`src/rtl/wisc_pkg.sv`:
```
// Shared definitions for the EX result stage: widths, opcodes, flag indices,
// skid-buffer occupancy encoding and the buffered entry layout.
package wisc_pkg;

  localparam int unsigned DW  = 16;
  localparam int unsigned OPW = 4;
  localparam int unsigned RW  = 4;

  localparam logic [OPW-1:0] OP_ADD  = 4'h0;
  localparam logic [OPW-1:0] OP_SUB  = 4'h1;
  localparam logic [OPW-1:0] OP_AND  = 4'h2;
  localparam logic [OPW-1:0] OP_OR   = 4'h3;
  localparam logic [OPW-1:0] OP_XOR  = 4'h4;
  localparam logic [OPW-1:0] OP_SLL  = 4'h5;
  localparam logic [OPW-1:0] OP_SRA  = 4'h6;
  localparam logic [OPW-1:0] OP_ROR  = 4'h7;
  localparam logic [OPW-1:0] OP_LW   = 4'h8;
  localparam logic [OPW-1:0] OP_SW   = 4'h9;
  localparam logic [OPW-1:0] OP_LHB  = 4'hA;
  localparam logic [OPW-1:0] OP_LLB  = 4'hB;
  localparam logic [OPW-1:0] OP_B    = 4'hC;
  localparam logic [OPW-1:0] OP_BR   = 4'hD;
  localparam logic [OPW-1:0] OP_PCS  = 4'hE;
  localparam logic [OPW-1:0] OP_HLT  = 4'hF;

  localparam logic [1:0] FLAG_Z = 2'd2;
  localparam logic [1:0] FLAG_V = 2'd1;
  localparam logic [1:0] FLAG_N = 2'd0;

  typedef enum logic [1:0] {
    OCC_EMPTY = 2'd0,
    OCC_ONE   = 2'd1,
    OCC_FULL  = 2'd2
  } occ_state_t;

  typedef struct packed {
    logic [DW-1:0]  result;
    logic           cout;
    logic           ovf;
    logic [OPW-1:0] op;
    logic [RW-1:0]  rd;
  } alu_entry_t;

  localparam int unsigned ENTRY_W = $bits(alu_entry_t);

endpackage

```
`src/rtl/pipe_skid_buf.sv`:
```
// Two-entry FIFO skid buffer with registered valid/ready on both sides and flush.
module pipe_skid_buf
  import wisc_pkg::*;
#(
  parameter int unsigned W = 8
) (
  input  logic         clk,
  input  logic         rst_n,
  input  logic         in_valid,
  output logic         in_ready,
  input  logic [W-1:0] in_data,
  input  logic         flush,
  output logic         out_valid,
  input  logic         out_ready,
  output logic [W-1:0] out_data
);

  occ_state_t  state, state_nxt;
  logic [W-1:0] tail;
  logic        accept, retire;
  logic        head_load, head_from_tail, tail_load;

  assign accept = in_valid && in_ready;
  assign retire = out_valid && out_ready;

  // Occupancy transitions; flush wins and suppresses any same-cycle capture.
  always_comb begin
    state_nxt      = state;
    head_load      = 1'b0;
    head_from_tail = 1'b0;
    tail_load      = 1'b0;
    case (state)
      OCC_EMPTY: begin
        if (accept) begin
          state_nxt = OCC_ONE;
          head_load = 1'b1;
        end
      end
      OCC_ONE: begin
        if (accept && retire) begin
          head_load = 1'b1;
        end else if (accept) begin
          state_nxt = OCC_FULL;
          tail_load = 1'b1;
        end else if (retire) begin
          state_nxt = OCC_EMPTY;
        end
      end
      OCC_FULL: begin
        if (retire) begin
          state_nxt      = OCC_ONE;
          head_from_tail = 1'b1;
        end
      end
      default: state_nxt = OCC_EMPTY;
    endcase
    if (flush) begin
      state_nxt      = OCC_EMPTY;
      head_load      = 1'b0;
      head_from_tail = 1'b0;
      tail_load      = 1'b0;
    end
  end

  always_ff @(posedge clk or negedge rst_n) begin
    if (!rst_n) begin
      state     <= OCC_EMPTY;
      in_ready  <= 1'b1;
      out_valid <= 1'b0;
      out_data  <= '0;
      tail      <= '0;
    end else begin
      state     <= state_nxt;
      in_ready  <= (state_nxt != OCC_FULL);
      out_valid <= (state_nxt != OCC_EMPTY);
      if (head_load) begin
        out_data <= in_data;
      end else if (head_from_tail) begin
        out_data <= tail;
      end
      if (tail_load) begin
        tail <= in_data;
      end
    end
  end

endmodule

```
`src/rtl/alu_result_stage.sv`:
```
// EX result stage: buffers ALU results toward MEM and owns the Z/V/N flag register,
// which changes only when an entry retires at the output handshake.
module alu_result_stage
  import wisc_pkg::*;
(
  input  logic           clk,
  input  logic           rst_n,
  input  logic           in_valid,
  output logic           in_ready,
  input  logic [DW-1:0]  in_result,
  input  logic           in_cout,
  input  logic           in_ovf,
  input  logic [OPW-1:0] in_op,
  input  logic [RW-1:0]  in_rd,
  input  logic           flush,
  output logic           out_valid,
  input  logic           out_ready,
  output logic [DW-1:0]  out_result,
  output logic [OPW-1:0] out_op,
  output logic [RW-1:0]  out_rd,
  output logic [2:0]     flags
);

  alu_entry_t in_entry;
  alu_entry_t head;
  logic       retire;
  logic [2:0] flags_nxt;
  logic       unused_cout;

  assign in_entry = {in_result, in_cout, in_ovf, in_op, in_rd};

  pipe_skid_buf #(
    .W(ENTRY_W)
  ) u_buf (
    .clk      (clk),
    .rst_n    (rst_n),
    .in_valid (in_valid),
    .in_ready (in_ready),
    .in_data  (in_entry),
    .flush    (flush),
    .out_valid(out_valid),
    .out_ready(out_ready),
    .out_data (head)
  );

  assign out_result = head.result;
  assign out_op     = head.op;
  assign out_rd     = head.rd;
  // Carry travels with the entry but is reserved; no flag consumes it yet.
  assign unused_cout = head.cout;

  assign retire = out_valid && out_ready;

  // Flag decode from the retiring head entry.
  always_comb begin
    flags_nxt = flags;
    if (retire) begin
      case (head.op)
        OP_ADD, OP_SUB: begin
          flags_nxt[FLAG_Z] = (head.result == '0);
          flags_nxt[FLAG_V] = head.ovf;
          flags_nxt[FLAG_N] = head.result[DW-1];
        end
        OP_XOR, OP_SLL, OP_SRA, OP_ROR: begin
          flags_nxt[FLAG_Z] = (head.result == '0);
        end
        default: flags_nxt = flags;
      endcase
    end
  end

  always_ff @(posedge clk or negedge rst_n) begin
    if (!rst_n) begin
      flags <= 3'b000;
    end else begin
      flags <= flags_nxt;
    end
  end

endmodule
```
`config.mk`:
```
export PLATFORM = sky130hd
export DESIGN_NAME = alu_result_stage
export DESIGN_NICKNAME = d
export VERILOG_FILES = /design/src/rtl/wisc_pkg.sv /design/src/rtl/pipe_skid_buf.sv /design/src/rtl/alu_result_stage.sv
export SDC_FILE = /design/constraint.sdc
export NUM_CORES = 1
export LEC_CHECK = 0
export ABC_CLOCK_PERIOD_IN_PS = 1900
export BUFFER_PORTS_ARGS = -buffer_cell sky130_fd_sc_hd__buf_2
export CAP_MARGIN = 20
export CORE_MARGIN = 2
export CORE_UTILIZATION = 49
export CTS_CLUSTER_SIZE = 16
export DETAILED_ROUTE_END_ITERATION = 8
export PLACE_DENSITY = 0.86
export SLEW_MARGIN = 10
export SYNTH_ARGS = -nofsm -noshare
export SYNTH_HDL_FRONTEND = slang
export SYNTH_SLANG_ARGS = --single-unit
```
`constraint.sdc`:
```
create_clock -name clk -period 1.9 [get_ports clk]
set_clock_uncertainty 0.2 [all_clocks]
set_input_delay 0.285 -clock clk [delete_from_list [all_inputs] [get_ports clk]]
set_output_delay 0.285 -clock clk [all_outputs]
set_load 0.03 [all_outputs]
```
==> impl_metrics.ini, run 1 <==
[outcome]
status = complete, but fails checks
violations = setup timing

[power]
ir_worst_vdd_mv = 0.6486
p_leak_nw = 1.529
power.total_mw = 4.783
power.density_nw_per_um2 = 1373

[sta]
min_period_ns = 1.927
finalHoldViolations = 0
slew_headroom = 0.7095
fmax_mhz = 518.9
rsz0062_at_grt = yes
holdWs_ns = 0.009400
fin_crit_sh = 1.014
drv_slew = 0
fin_setup_tns_ns = -0.3582
worst_slack_ns = -0.02711
setup_viol = 21
worst_slew_pin_slew_ns = 0.4358

[global_routing]
grt_max_degree = 54
grt_overflow_total = 0
antenna_found_initial = 0
grt_pass1_vias = 2254
grt_first_pass_wirelength_um = 11540
grt_use_total = 0.2361

[cts]
numCtsBuffers = 9
root_buffer = clkbuf_8
cts.sink_count = 57
clk_pin_slew_ns = 0.06
insertion_delay_ns = 0.34
htreeDepth = 3
cts_tree = yes
clock_path_buffers = 2

[route]
drtIter0Drc = 268
first_pass_iters = 4
postRouteWirelength_um = 7045
drc = 0
wl_per_cell_um = 18.35
viasPerCell = 5.979
vias = 2296
final_antenna_net_count = 0

[synthesis]
syn_inst = 256
synth-seq-area-share = 0.4965
yosys_most_used_dff = dfrtp_1
syn_area_per_cell_um2 = 11.23
synth.net_count = 287
synth.most_common_cell = dfrtp_1
synth_area_um2 = 2875
synth_area_leader_cell = dfrtp_1
ys_top_cells_by_area = dfrtp_1, mux2_4, buf_4
ys_types = 32
async_flop_share = 1.000
ys_ff_latch = 57
synth_edf_count = 0
yosysWarningCount = 0
yosysTopAreaCellShare = 0.4874

[cells_and_area]
n_antenna_cell = 0
fin_cells = 384
nNetsFinal = 338
num-fill-cells = 450
synthToLayoutAreaGrowth_pct = 21.15
final-seq-area_um2 = 1428
utilization = 0.6249
finish.instance_area_um2 = 3483
multi_input_area_um2 = 1167
final_layout_size_suffix_gt1_frac = 0.3846

[setup_path]
cp_data_required_time_ns = 1.92
setup.worst_path.start = u_buf.in_ready$_DFF_PN1_
r2r_start = u_buf.in_ready$_DFF_PN1_
r2r_end = u_buf.tail[20]$_DFFE_PN0P_
reg2reg_slack_ns = -0.03
end_kind = register
reg2regPathDepth = 4
crit_type = register to register
cp-start-kind = register
worstPathArrival_ns = 1.94
crit_end = u_buf.tail[20]$_DFFE_PN0P_
worstPathMaxFanout = 12

[die]
row_count = 27
dieArea_um2 = 6496
io_pins = 60
initial_core_util = 0.5158
die_y_um = 80.60
core-area_um2 = 5574
dieWidth_um = 80.60

[worst_hold_path]
hp-class = input port to register

[placement]
dpl-instance-area_um2 = 3087
dp_hpwl_um = 4304
io_buffers = 58
dpl_worst_slack_ns = -0.05832
dp.cells = 353
place_congestion = 0.8191

[run]
maxCapViolCount = 0
flip-flops by register name (all words and copies together) (netlist names):
name / flops
u_buf.in_ready: 1
u_buf.tail: 25
u_buf.out_data: 25
flags: 3
u_buf.state: 2
u_buf.out_valid: 1
power breakdown:
group | total [mW] | switching, mW | internal [mW]
clock network | 1.29 | 0.487 | 0.805
logic | 1.50 | 0.825 | 0.679
registers | 1.99 | 0.310 | 1.68
layout by cell type (no fill, tap or decap), types with 2 or more instances in the layout:
cell type       n
nor3_1         25
bufinv_16       2
clkbuf_8       11
dfrtp_1        56
dlygate4sd3_1  15
mux2_4         20
nor4_1          4
a31oi_1        25
nand3b_1       25
buf_4          11
mux2_2          7
o21ai_0        25
buf_2          58
nand2_1         2
clkinv_2        2
routing by layer:
layer,part of all wire,up-vias,track usage,wire (um)
li1,-,1025,-,-
met5,0,-,0,0
met2,0.50,123,0.3733,3517
met1,0.41,1139,0.3109,2869
met3,0.076,9,0.04607,538
met4,0.017,0,0.1136,120
worst min path at each step:
| stage | from | end | slack, ns | depth (start not counted) |
|---|---|---|---|---|
| floorplan | rst_n | flags[0]$_DFFE_PN0P_ | -0.21 | 0 |
| CTS | in_rd[3] | u_buf.tail[3]$_DFFE_PN0P_ | 0.0001 | 2 |
| detailed placement | rst_n | u_buf.tail[12]$_DFFE_PN0P_ | 0.1 | 2 |
| finish | in_op[2] | u_buf.tail[6]$_DFFE_PN0P_ | 0.009 | 2 |
| global route | in_op[2] | u_buf.tail[6]$_DFFE_PN0P_ | 0.007 | 2 |
| global placement | rst_n | flags[2]$_DFFE_PN0P_ | 0.09 | 2 |
critical path, stage by stage, from the launching register on:
cell	delay, ns
dfstp_2	0.54
nand2_2	0.06
or4b_4	0.52
buf_6	0.19
mux2_4	0.30
timing repair:
action,4_1_cts,5_1_grt
hold endpoints to repair,68,2
setup buffers,0,0
resized for setup,5,0
setup endpoints to repair,44,24
hold buffers,13,2
layout make-up:
class / count / area share
well taps: 72 / 0.02586
multi-input cells: 152 / 0.3351
clock buffers: 11 / 0.04346
flip-flops and latches: 57 / 0.4098
repair buffers: 87 / 0.1634
clock inverters: 5 / 0.02227
logic make-up (layout without fill, tap and decap cells):
| logic type | Yosys count | in the layout | synth area share |
|---|---|---|---|
| buffers and inverters | 47 | 103 | 0.1005 |
| multiplexers | 28 | 28 | 0.1353 |
| flip-flops | 57 | 57 | 0.4965 |
| XOR/XNOR | 1 | 1 | 0.003047 |
| AND/OR/NAND/NOR | 68 | 68 | 0.1514 |
| AO/OA/AOI/OAI | 55 | 55 | 0.1131 |
No activity file was read; power rests on OpenSTA's default activity.
==> run 2, diff against run 1 <==
--- a/config.mk
+++ b/config.mk
@@ -12,7 +12,9 @@
 export CORE_UTILIZATION = 49
 export CTS_CLUSTER_SIZE = 16
 export DETAILED_ROUTE_END_ITERATION = 8
+export GPL_TIMING_DRIVEN = 0
 export PLACE_DENSITY = 0.86
+export SKIP_LAST_GASP = 1
 export SLEW_MARGIN = 10
 export SYNTH_ARGS = -nofsm -noshare
 export SYNTH_HDL_FRONTEND = slang
==> impl_metrics.ini, run 2 (synthesized netlist as in run 1, its figures left out) <==
[outcome]
status = complete, but fails checks
violations = setup timing

[power]
pwr-share-clk = 0.219
p_switching_mw = 1.669
power_frac_seq = 0.413
p_leak_nw = 1.715
power_frac_comb = 0.368
power.density_nw_per_um2 = 1264
ir_worst_vdd_mv = 0.5558
p_sw_frac = 0.3444
power.internal_mw = 3.176

[cts]
clock_path_buffers = 2
insertion_delay_ns = 0.34
cts.sink_count = 57
root_buffer = clkbuf_8
clk_pin_slew_ns = 0.06
htreeDepth = 3
numCtsBuffers = 9
cts_tree = yes

[cells_and_area]
synthToLayoutAreaGrowth_pct = 33.29
layout_common_cells = buf_2, dfrtp_1, buf_4
reg_top3 = u_buf.out_data x25, u_buf.tail x25, flags x3
finish.instance_area_um2 = 3832
final_layout_size_suffix_gt1_frac = 0.4150
nNetsFinal = 386
utilization = 0.6875
layout_commonest_cell = buf_2
n_antenna_cell = 0
fin_cells = 431

[worst_hold_path]
hp-class = input port to register

[global_routing]
grt_pass1_vias = 2301
grt_overflow_total = 0
grt_max_degree = 30
grt_first_pass_wirelength_um = 11340
grt_use_total = 0.2364
antenna_found_initial = 0

[sta]
worst_slack_ns = -0.09563
drv_slew = 0
fin_setup_tns_ns = -1.972
fin_crit_sh = 1.050
slew_headroom = 0.5553
min_period_ns = 1.996
setup_viol = 25
rsz0062_at_grt = yes
worst_slew_pin_slew_ns = 0.6670
fmax_mhz = 501.1
finalHoldViolations = 0

[route]
vias = 2428
wl_per_cell_um = 17.08
postRouteWirelength_um = 7361
viasPerCell = 5.633
first_pass_iters = 6
final_antenna_net_count = 0
drtIter0Drc = 218
drc = 0

[placement]
io_buffers = 58
place_congestion = 0.8257
dp.cells = 387
dp_hpwl_um = 4790
dpl-instance-area_um2 = 3286
dpl_worst_slack_ns = -0.2264

[setup_path]
worstPathMaxFanout = 5
cp_data_required_time_ns = 1.93
end_kind = register
worstPathArrival_ns = 2.02
crit_type = register to register
cp-start-kind = register

[die]
core-area_um2 = 5574
dieArea_um2 = 6496
die_y_um = 80.60
initial_core_util = 0.5158
row_count = 27
io_pins = 60
dieWidth_um = 80.60

[run]
maxCapViolCount = 0
[run 2: path summary, 6_finish.rpt]
| check | slack [ns] | from | cells past startpoint | to |
|---|---|---|---|---|
| min in group asynchronous | 0.31 | rst_n | 2 | u_buf.tail[8]$_DFFE_PN0P_ |
| max | -0.1 | u_buf.state[0]$_DFF_PN0_ | 5 | u_buf.tail[15]$_DFFE_PN0P_ |
| min | 0.02 | in_op[3] | 2 | u_buf.tail[7]$_DFFE_PN0P_ |
| min reg2reg | 0.31 | u_buf.out_data[8]$_DFFE_PN0P_ | 1 | flags[1]$_DFFE_PN0P_ |
| max reg2reg | -0.1 | u_buf.state[0]$_DFF_PN0_ | 5 | u_buf.tail[15]$_DFFE_PN0P_ |
| max in group asynchronous | 0.54 | rst_n | 3 | u_buf.in_ready$_DFF_PN1_ |
[run 2: per-stage QoR]
step,hold WS [ns],power [mW]
after floorplan,-0.2106,3.220
after global placement,0.2770,3.611
after detailed placement,0.1542,3.688
after CTS,0.006104,4.811
after global routing,0.01113,5.080
final,0.02123,4.844
[run 2: worst max-delay path, cell delays in order, from the launching register on]
cell	delay, ns
dfrtp_1	0.35
buf_6	0.11
a21boi_4	0.16
or4b_4	0.56
clkbuf_16	0.20
mux2_4	0.30
[run 2: power groups by stage]
stage	sequential [mW]	clock, mW	combinational (mW)
after detailed placement	2.00	0	1.69
after CTS	1.99	1.08	1.75
final	2.00	1.06	1.78
after global routing	2.05	1.13	1.90
after floorplan	1.94	0	1.28
after global placement	1.97	0	1.64
[run 2: what timing repair did]
item	in CTS	in global routing
hold buffers	24	0
setup buffers	2	6
resized for setup	12	8
pin swaps	0	1
endpoints found under the setup margin	41	46
gates cloned	0	1
endpoints found under the hold margin	51	0
[run 2: routing by layer]
| layer | vias to the layer above | track usage | wire length [um] |
|---|---|---|---|
| met3 | 12 | 0.06517 | 452 |
| met2 | 101 | 0.3833 | 3650 |
| met4 | 0 | 0.07458 | 111 |
| met1 | 1202 | 0.3074 | 3147 |
| met5 | - | 0 | 0 |
| li1 | 1113 | - | - |
[run 2: layout make-up]
class                   instances  area [um2]
plain buffers                  43       305.3
clock buffers                  11       131.4
clock inverters                 4       45.04
fillers                       417        1742
multi-input cells             152        1196
flip-flops and latches         57        1429
well taps                      72       90.09
repair buffers                 92       635.6
==> run 3, diff against run 2 <==
--- a/config.mk
+++ b/config.mk
@@ -13,7 +13,7 @@
 export CTS_CLUSTER_SIZE = 16
 export DETAILED_ROUTE_END_ITERATION = 8
 export GPL_TIMING_DRIVEN = 0
-export PLACE_DENSITY = 0.86
+export PLACE_DENSITY = 0.76
 export SKIP_LAST_GASP = 1
 export SLEW_MARGIN = 10
 export SYNTH_ARGS = -nofsm -noshare
==> impl_metrics.ini, run 3 (synthesized netlist as in run 1, its figures left out) <==
[cells_and_area]
final_layout_size_suffix_gt1_frac = 0.4146
layout_commonest_cell = buf_2
n_antenna_cell = 0
layout_common_cells = buf_2, dfrtp_1, buf_4
finish.instance_area_um2 = 3847
utilization = 0.6902
nNetsFinal = 383
reg_top3 = u_buf.out_data x25, u_buf.tail x25, flags x3
synthToLayoutAreaGrowth_pct = 33.81
fin_cells = 429
num-fill-cells = 424

[setup_path]
cp-start-kind = register
worstPathArrival_ns = 2.03
cp_data_required_time_ns = 1.93
reg2reg_slack_ns = -0.10
crit_type = register to register
worstPathMaxFanout = 5
end_kind = register

[power]
ir_worst_vdd_mv = 0.7631
p_switching_mw = 1.684
p_leak_nw = 1.718
p_sw_frac = 0.3388
power_frac_seq = 0.403
pwr-share-clk = 0.243
power.internal_mw = 3.286
power.density_nw_per_um2 = 1292
power_frac_comb = 0.354

[sta]
fmax_mhz = 498.9
min_period_ns = 2.004
setup_viol = 25
fin_setup_tns_ns = -1.874
fin_crit_sh = 1.055
finalHoldViolations = 0
worst_slack_ns = -0.1045
drv_slew = 0
worst_slew_pin_slew_ns = 0.7208
rsz0062_at_grt = yes
slew_headroom = 0.5195
holdWs_ns = 0.01018

[route]
drtIter0Drc = 169
wl_met3_um = 428
postRouteWirelength_um = 7330
wl_met2_um = 3401
final_antenna_net_count = 0
drc = 0
viasPerCell = 5.660
route.top_layer_used = met4
m1WireLength_um = 3304
vias = 2428
wl_per_cell_um = 17.09
first_pass_iters = 5

[placement]
dp_hpwl_um = 4584
place_congestion = 0.8449
dp.cells = 386
dpl-instance-area_um2 = 3268
io_buffers = 58

[cts]
clock_path_buffers = 2
htreeDepth = 3
insertion_delay_ns = 0.35
clk_pin_slew_ns = 0.07
root_buffer = clkbuf_8
numCtsBuffers = 9
cts_tree = yes
cts.sink_count = 57

[die]
row_count = 27
initial_core_util = 0.5158
io_pins = 60
die_y_um = 80.60
core-area_um2 = 5574
dieArea_um2 = 6496
dieWidth_um = 80.60

[global_routing]
grt_max_degree = 58
antenna_found_initial = 0
grt_use_total = 0.2409
grt_pass1_vias = 2298
grt_first_pass_wirelength_um = 11500
grt_overflow_total = 0

[run]
maxCapViolCount = 0

[outcome]
status = complete, but fails checks
violations = setup timing

[worst_hold_path]
hp-class = input port to register
-- run 3: changes by cell type in the layout (fill, tap and decap cells not counted), sizes merged --
| cell | previous run | this run |
|---|---|---|
| clkinv | 3 | 1 |
| clkbuf | 26 | 29 |
| buf | 96 | 93 |
-- run 3: final cells by class --
class                      instances  area, um2  area share
buffer                            42      294.0     0.07642
sequential                        57       1429      0.3714
timing repair buffer              90      634.4      0.1649
tap                               72      90.09     0.02341
multi-input combinational        152       1192      0.3099
clock buffer                      14      172.7     0.04488
clock inverter                     2      35.03    0.009106
-- run 3: power groups by stage --
| stage | logic [mW] | clock network [mW] | registers, mW |
|---|---|---|---|
| 4_1_cts | 1.76 | 1.21 | 1.99 |
| 5_1_grt | 1.88 | 1.28 | 2.05 |
| 2_1_floorplan | 1.28 | 0 | 1.94 |
| 3_5_place_dp | 1.68 | 0 | 2.00 |
| 6_report | 1.76 | 1.21 | 2.00 |
| 3_3_place_gp | 1.64 | 0 | 1.98 |
-- run 3: final timing paths --
path | start | end | cells after the start
max in group asynchronous | rst_n | u_buf.out_valid$_DFF_PN0_ | 2
min reg2reg | flags[2]$_DFFE_PN0P_ | flags[2]$_DFFE_PN0P_ | 2
min in group asynchronous | rst_n | flags[1]$_DFFE_PN0P_ | 2
max reg2reg | u_buf.in_ready$_DFF_PN1_ | u_buf.tail[17]$_DFFE_PN0P_ | 4
min | in_result[15] | u_buf.tail[25]$_DFFE_PN0P_ | 2
max | u_buf.in_ready$_DFF_PN1_ | u_buf.tail[17]$_DFFE_PN0P_ | 4
-- run 3: what timing repair did --
action / CTS / global route
cloned: 1 / 1
buffers inserted: 4 / 2
hold endpoints to repair: 78 / 1
setup endpoints to repair: 46 / 46
hold buffers: 23 / 1
resized for setup: 14 / 10
pin swaps: 1 / 1
-- run 3: metrics by stage --
stage	worst slack [ns]	total power [mW]
floorplan	-0.1832	3.220
global placement	-0.1976	3.621
detailed placement	-0.2622	3.676
CTS	-0.1020	4.950
global route	-0.1181	5.214
finish	-0.1045	4.970
-- run 3: worst max-delay path, cell delays in order (launching register included) --
cell and delay (ns):
dfstp_2 0.53, nand2_2 0.05, or4b_4 0.60, clkbuf_16 0.21
mux2_4 0.29
-- run 3: per-layer routing --
| layer | track usage | up-vias |
|---|---|---|
| li1 | - | 1121 |
| met1 | 0.3285 | 1196 |
| met2 | 0.3642 | 96 |
| met3 | 0.05618 | 15 |
| met4 | 0.1102 | 0 |
| met5 | 0 | - |
